[src/rtl/qspi_fifo_pkg.sv]
// Shared constants and sizing helpers for the QSPI RX/TX word FIFOs.
package qspi_fifo_pkg;

    localparam int BYTE_W = 8;

    // Number of byte lanes in a word of the given width.
    function automatic int lane_count(input int width);
        return width / BYTE_W;
    endfunction

    // Width of a byte-count field able to hold 0..lane_count(width).
    function automatic int cnt_width(input int width);
        return $clog2(width / BYTE_W + 1);
    endfunction

endpackage

[src/rtl/rx_byte_packer.sv]
// Collects received bytes LSB-first into words and emits a push strobe when
// a word completes or a partial word is flushed at end of transfer.
//
// Handshake: push_o is a single-cycle strobe with no back-pressure. The
// consumer either stores the word or drops it; the packer always starts a
// fresh word on the cycle after push_o, whichever happened.
module rx_byte_packer
    import qspi_fifo_pkg::*;
#(
    parameter  int WIDTH = 32,
    localparam int LANES = lane_count(WIDTH),
    localparam int CW    = cnt_width(WIDTH)
) (
    input  logic             clk,
    input  logic             reset,
    input  logic             clear_i,
    input  logic             wr_en_i,
    input  logic [7:0]       wr_byte_i,
    input  logic             flush_i,
    output logic             push_o,
    output logic [WIDTH-1:0] push_word_o,
    output logic [CW-1:0]    push_bytes_o
);

    logic [WIDTH-1:0] word_q, word_d;
    logic [CW-1:0]    cnt_q, cnt_d;
    logic [WIDTH-1:0] word_with;
    logic [CW-1:0]    cnt_with;

    // Merge this cycle's byte into the buffered lanes and decide whether to push.
    always_comb begin
        word_with = word_q;
        if (wr_en_i) begin
            word_with = word_q | (WIDTH'(wr_byte_i) << {cnt_q, 3'b000});
        end
        cnt_with     = cnt_q + CW'(wr_en_i);
        push_o       = (cnt_with == CW'(LANES)) || (flush_i && (cnt_with != '0));
        push_word_o  = word_with;
        push_bytes_o = cnt_with;
        if (clear_i || push_o) begin
            word_d = '0;
            cnt_d  = '0;
        end else begin
            word_d = word_with;
            cnt_d  = cnt_with;
        end
    end

    // Packer state; reset discards any partial word.
    always_ff @(posedge clk or posedge reset) begin
        if (reset) begin
            word_q <= '0;
            cnt_q  <= '0;
        end else begin
            word_q <= word_d;
            cnt_q  <= cnt_d;
        end
    end

endmodule

[src/rtl/rx_pack_fifo.sv]
// RX word FIFO: byte packer in front of a DEPTH-entry word store with
// level/watermark status and sticky overflow/underflow flags.
module rx_pack_fifo
    import qspi_fifo_pkg::*;
#(
    parameter  int WIDTH = 32,
    parameter  int DEPTH = 16,
    parameter  int FWFT  = 1,
    localparam int BW    = cnt_width(WIDTH),
    localparam int LW    = $clog2(DEPTH + 1),
    localparam int AW    = $clog2(DEPTH)
) (
    input  logic             clk,
    input  logic             reset,
    input  logic             clear_i,
    input  logic             wr_en_i,
    input  logic [7:0]       wr_byte_i,
    input  logic             pack_flush_i,
    input  logic             rd_en_i,
    output logic [WIDTH-1:0] rd_data_o,
    output logic [BW-1:0]    rd_bytes_o,
    output logic             full_o,
    output logic             empty_o,
    output logic [LW-1:0]    level_o,
    input  logic [LW-1:0]    wm_thresh_i,
    output logic             wm_o,
    output logic             ovf_o,
    output logic             udf_o,
    input  logic             err_clr_i
);

    logic             pk_push;
    logic [WIDTH-1:0] pk_word;
    logic [BW-1:0]    pk_bytes;

    logic [WIDTH-1:0] mem_data  [DEPTH];
    logic [BW-1:0]    mem_bytes [DEPTH];

    logic [AW-1:0] wr_ptr_q, wr_ptr_d, rd_ptr_q, rd_ptr_d;
    logic [LW-1:0] count_q, count_d;
    logic          ovf_q, ovf_d, udf_q, udf_d;
    logic          push_ok, pop_ok, ovf_set, udf_set;

    rx_byte_packer #(.WIDTH(WIDTH)) u_packer (
        .clk          (clk),
        .reset        (reset),
        .clear_i      (clear_i),
        .wr_en_i      (wr_en_i),
        .wr_byte_i    (wr_byte_i),
        .flush_i      (pack_flush_i),
        .push_o       (pk_push),
        .push_word_o  (pk_word),
        .push_bytes_o (pk_bytes)
    );

    assign empty_o = (count_q == '0);
    assign full_o  = (count_q == LW'(DEPTH));
    assign level_o = count_q;
    assign wm_o    = (wm_thresh_i != '0) && (count_q >= wm_thresh_i);
    assign ovf_o   = ovf_q;
    assign udf_o   = udf_q;

    // Accept/pop decisions; a pop on a full FIFO frees the slot for a same-cycle push.
    always_comb begin
        pop_ok   = rd_en_i && !empty_o && !clear_i;
        push_ok  = pk_push && !clear_i && (!full_o || pop_ok);
        ovf_set  = pk_push && !clear_i && !push_ok;
        udf_set  = rd_en_i && empty_o && !clear_i;
        wr_ptr_d = wr_ptr_q + AW'(push_ok);
        rd_ptr_d = rd_ptr_q + AW'(pop_ok);
        count_d  = count_q + LW'(push_ok) - LW'(pop_ok);
        if (clear_i) begin
            wr_ptr_d = '0;
            rd_ptr_d = '0;
            count_d  = '0;
        end
        ovf_d = ovf_set || (ovf_q && !err_clr_i);
        udf_d = udf_set || (udf_q && !err_clr_i);
    end

    // Pointers, count and sticky error flags.
    always_ff @(posedge clk or posedge reset) begin
        if (reset) begin
            wr_ptr_q <= '0;
            rd_ptr_q <= '0;
            count_q  <= '0;
            ovf_q    <= 1'b0;
            udf_q    <= 1'b0;
        end else begin
            wr_ptr_q <= wr_ptr_d;
            rd_ptr_q <= rd_ptr_d;
            count_q  <= count_d;
            ovf_q    <= ovf_d;
            udf_q    <= udf_d;
        end
    end

    // Word storage; contents are don't-care until written, so no reset.
    always_ff @(posedge clk) begin
        if (push_ok) begin
            mem_data[wr_ptr_q]  <= pk_word;
            mem_bytes[wr_ptr_q] <= pk_bytes;
        end
    end

    generate
        if (FWFT != 0) begin : g_fwft
            // Head entry falls through combinationally; zero while empty.
            always_comb begin
                rd_data_o  = '0;
                rd_bytes_o = '0;
                if (!empty_o) begin
                    rd_data_o  = mem_data[rd_ptr_q];
                    rd_bytes_o = mem_bytes[rd_ptr_q];
                end
            end
        end else begin : g_reg
            logic [WIDTH-1:0] rd_data_q;
            logic [BW-1:0]    rd_bytes_q;

            // Capture the popped entry; hold otherwise.
            always_ff @(posedge clk or posedge reset) begin
                if (reset) begin
                    rd_data_q  <= '0;
                    rd_bytes_q <= '0;
                end else if (clear_i) begin
                    rd_data_q  <= '0;
                    rd_bytes_q <= '0;
                end else if (pop_ok) begin
                    rd_data_q  <= mem_data[rd_ptr_q];
                    rd_bytes_q <= mem_bytes[rd_ptr_q];
                end
            end

            assign rd_data_o  = rd_data_q;
            assign rd_bytes_o = rd_bytes_q;
        end
    endgenerate

endmodule
[config.mk]
export PLATFORM = sky130hd
export DESIGN_NAME = rx_pack_fifo
export DESIGN_NICKNAME = d
export VERILOG_FILES = /design/src/rtl/qspi_fifo_pkg.sv /design/src/rtl/rx_byte_packer.sv /design/src/rtl/rx_pack_fifo.sv
export SDC_FILE = /design/constraint.sdc
export NUM_CORES = 1
export LEC_CHECK = 0
export BUFFER_PORTS_ARGS = -buffer_cell sky130_fd_sc_hd__buf_4
export CELL_PAD_IN_SITES_DETAIL_PLACEMENT = 0
export CELL_PAD_IN_SITES_GLOBAL_PLACEMENT = 1
export CORE_ASPECT_RATIO = 1.1
export CORE_MARGIN = 2
export CORE_UTILIZATION = 50
export DETAILED_ROUTE_END_ITERATION = 10
export PLACE_DENSITY_LB_ADDON = 0.1
export SLEW_MARGIN = 20
export SYNTH_ARGS = -nofsm -noshare
export SYNTH_HDL_FRONTEND = slang
export SYNTH_SLANG_ARGS = --single-unit
[constraint.sdc]
create_clock -name clk -period 6 [get_ports clk]
set_input_delay 0.3 -clock clk [delete_from_list [all_inputs] [get_ports clk]]
set_output_delay 0.3 -clock clk [all_outputs]
set_load 0.02 [all_outputs]
==> key figures <==
Worst setup path
  – Reg2reg setup slack: 2330 ps
  – Family with the most delay on the worst path: adder cells
  – Crit path from: u_packer.cnt_q[0]
  – Crit start category: flop
  – Worst path max stage delay: about 500 ps
  – Critical Path AT: around 4200 ps
  – Req. time, crit path: 6540 ps
  – Buffers & Inverters on Critical Path: 0
  – RR Endpoint: level_o[4]
  – Reg2reg path depth: 12
  – Setup CP Type: reg2reg
  – Crit-path most repeated cell: ha_1
  – Slowest cell on the critical path: ha_1
  – Worst setup EP type: flop
  – RR Startpoint: u_packer.cnt_q[0]
  – CP max FO: 18
  – CP Cell Sequence: ha_1 -> ha_1 -> nor2_1 -> mux2i_4 -> nand3b_4 -> o21ai_0 -> ha_1 -> fa_1 -> a21oi_1 -> nor2_1 -> or3_1 -> a21oi_1

Floorplanning
  – I/O pins: 65
  – DIE WIDTH: 211 µm
  – Die height: around 230 µm
  – # rows: a little over 80
  – Starting Density: around half
  – Core Box Area: 0.0465 mm²
  – Die area: just under 0.05 mm²

Layout
  – Fillers: 3,455
  – Final nets: about 1.2k
  – Area growth syn-to-layout: 13.8%
  – Fraction of layout instances using a drive strength above 1: about 28%
  – Post-route insts no fill: around 1.8k
  – Fin area: ~0.027 mm²

Clock network
  – CTS H-tree depth: 2
  – Clock transition at path regs: 60 ps
  – CTS max path bufs: 3
  – Worst-Skew Late Latency: 610 ps
  – Setup Buffers After CTS: 0
  – CTS tree: yes
  – Root Driver: clkbuf_16
  – Clock Sinks: 610
  – CTS buffer count: between 50 and 60

STA
  – Final worst-path cycle share: about three fifths
  – F_max: roughly 0.27 GHz
  – Worst clock skew: just under 20 ps
  – Final setup viols: 0
  – Worst slew margin: a little over a third
  – Post-layout minimum cycle time: approximately 3700 ps
  – RSZ-0062 raised after global routing: no
  – Tightest Pin Transition: 966 ps
  – Pins Over Slew Limit: 0
  – Hold Slack: approximately 340 ps
  – Setup TNS: 0 ps
  – Hold Vio Cnt, Final: 0

Route
  – Initial drt markers: between 800 and 900
  – DR vias: between 10k and 15k
  – Post-route DRC: 0
  – Router iterations before antenna repair: 4
  – Remaining antenna violation count: 0
  – Vias per cell: between 5 and 6
  – Final wirelength: 49,400 µm
  – WL/cell: roughly 27 µm

Power and ir drop
  – Max IR drop VDD: around 0.26 mV
  – Total power: between 9 and 10 mW
  – Leakage: between 8 and 9 nW
  – Power Density: 364 mW/mm²

Synth
  – Mapped Avg Cell Area: ~22 µm²
  – Top FF cell, synth: edfxtp_1
  – Syn. warnings: 0
  – Synth cell count leaders: edfxtp_1, mux4_2, a22oi_1
  – Seq/Total Area, Yosys: about 77%
  – Flops & latches, synth: just over 600
  – Mapped cell area: between 0.02 and 0.025 mm²
  – Most common cell in the netlist: edfxtp_1
  – Area contributors post-synth: edfxtp_1, mux4_2, dfrtp_1
  – Area leader, netlist: edfxtp_1
  – Share of the synthesized area in the top cell type: a little under three quarters
  – Cells after Synth: between 1k and 1.5k
  – FFs w/ async S/R, synth: 8.20%
  – Library cells used by synthesis: 44
  – Post-synth net total: 1,127
  – EDFF count, synth: between 500 and 600

Global routing
  – Vias in the first global route: around 12k
  – Largest net degree at the start of global routing: between 60 and 70
  – Total congestion overflow: 0
  – First-pass GRT wire length: 74,500 µm
  – Initial antenna violation count: 2
  – GRT Total Usage: a little over a fifth

Min path
  – Hold Crit Start: pack_flush_i
  – Hold Path Sink: u_packer.cnt_q[2]
  – Hold path depth: 4
  – Hold Crit Class: in2reg

Place
  – Final HPWL DP: about 28,000 µm
  – Port-buffer cells: 64
  – Placed Cells: 1,732
  – Placement Cell Area: between 0.02 and 0.025 mm²
  – RePlAce Congestion: 0.739

Run
  – Max cap viols: 0

Outcome
  – Status: finished, final reports clean
-- worst reg2reg max path, stage by stage, from the launching register on --
cell and delay (ps):
dfrtp_1 420, ha_1 200, ha_1 510, nor2_1 300, mux2i_4 270, nand3b_4 340
o21ai_0 170, ha_1 230, fa_1 430, a21oi_1 170, nor2_1 60, or3_1 340
a21oi_1 140
-- report_power, final --
| part | total [mW] | internal, mW | switching [mW] |
|---|---|---|---|
| Combinational | 1.44 | 0.646 | 0.792 |
| Clock | 3.51 | 2.00 | 1.51 |
| Sequential | 4.79 | 4.71 | 0.0857 |
| Total | 9.73 | 7.35 | 2.38 |
-- routing by layer --
layer	part of all wire, %	global-route usage [%]
met5	0.026	0
met4	2.2	5.77
met3	4.4	3.81
met2	50	34.9
met1	43	29.2
-- placed cells by master (no fill, tap or decap), types with 2 or more instances in the layout --
cell type and n:
dfrtp_1 48, inv_1 11, clkinv_2 11, mux4_2 140, and3_1 35, nor3_2 12, xnor2_1 4, buf_4 102
edfxtp_1 560, nor2_1 10, nor2b_1 6, bufinv_16 3, buf_12 3, o21ai_0 2, clkinv_1 14, nand2b_1 6
dlygate4sd3_1 4, nand2_1 40, xor2_1 3, ha_1 16, a21o_1 33, a21oi_1 4, clkbuf_16 59, nor3b_4 2
a22oi_1 70, nand3_1 2, clkbuf_8 6, nor4_2 4, nor4bb_1 2, clkbuf_1 15, dfrtp_4 2
-- sequential cells by signal (all words and copies together) (netlist names) --
register and cells:
u_packer.word_q 32, level_o 5, mem_bytes 48, rd_ptr_q 4, ovf_o 1, wr_ptr_q 4
udf_o 1, mem_data 512, u_packer.cnt_q 3
-- logic make-up (layout without fill, tap and decap cells) --
kind of cell / after synthesis / in the layout / synth area share [%]
flops: 610 / 610 / 77.0
mux: 141 / 141 / 13.5
simple gates: 129 / 129 / 3.15
compound gates: 114 / 114 / 3.60
buf+inv: 71 / 230 / 1.56
fa+ha+maj: 17 / 17 / 0.938
xor+xnor: 8 / 8 / 0.299
other cells: 0 / 1 / 0
-- how the worst max path moves through the flow --
stage	end	depth (start not counted)
2_1_floorplan	mem_bytes[0][0]	6
3_3_place_gp	level_o[4]	14
3_5_place_dp	level_o[4]	14
4_1_cts	level_o[4]	13
5_1_grt	level_o[4]	13
6_report	level_o[4]	12
-- layout make-up --
class	instances	area [µm²]	area share [%]
sequential	610	18100	67.6
multi-input combinational	409	5170	19.3
clock buffer	80	1620	6.05
timing repair buffer	109	866	3.24
tap	595	744	2.79
clock inverter	28	203	0.759
inverter	13	48.8	0.183
antenna	1	2.50	0.00937
-- what timing repair did --
| action | in CTS | in global routing |
|---|---|---|
| hold buffers | 4 | 0 |
| gates resized for setup | 0 | 0 |
| hold endpoints to repair | 65 | 0 |
-- through the flow --
step | setup WS, ps | util, %
after floorplan | 332 | -
final | 2330 | 57.4
after global routing | 2060 | 57.4
after global placement | 2110 | 53.4
after detailed placement | 2090 | 53.4
after CTS | 2080 | 57.4
Note: power is estimated with default switching activity, not from simulation.
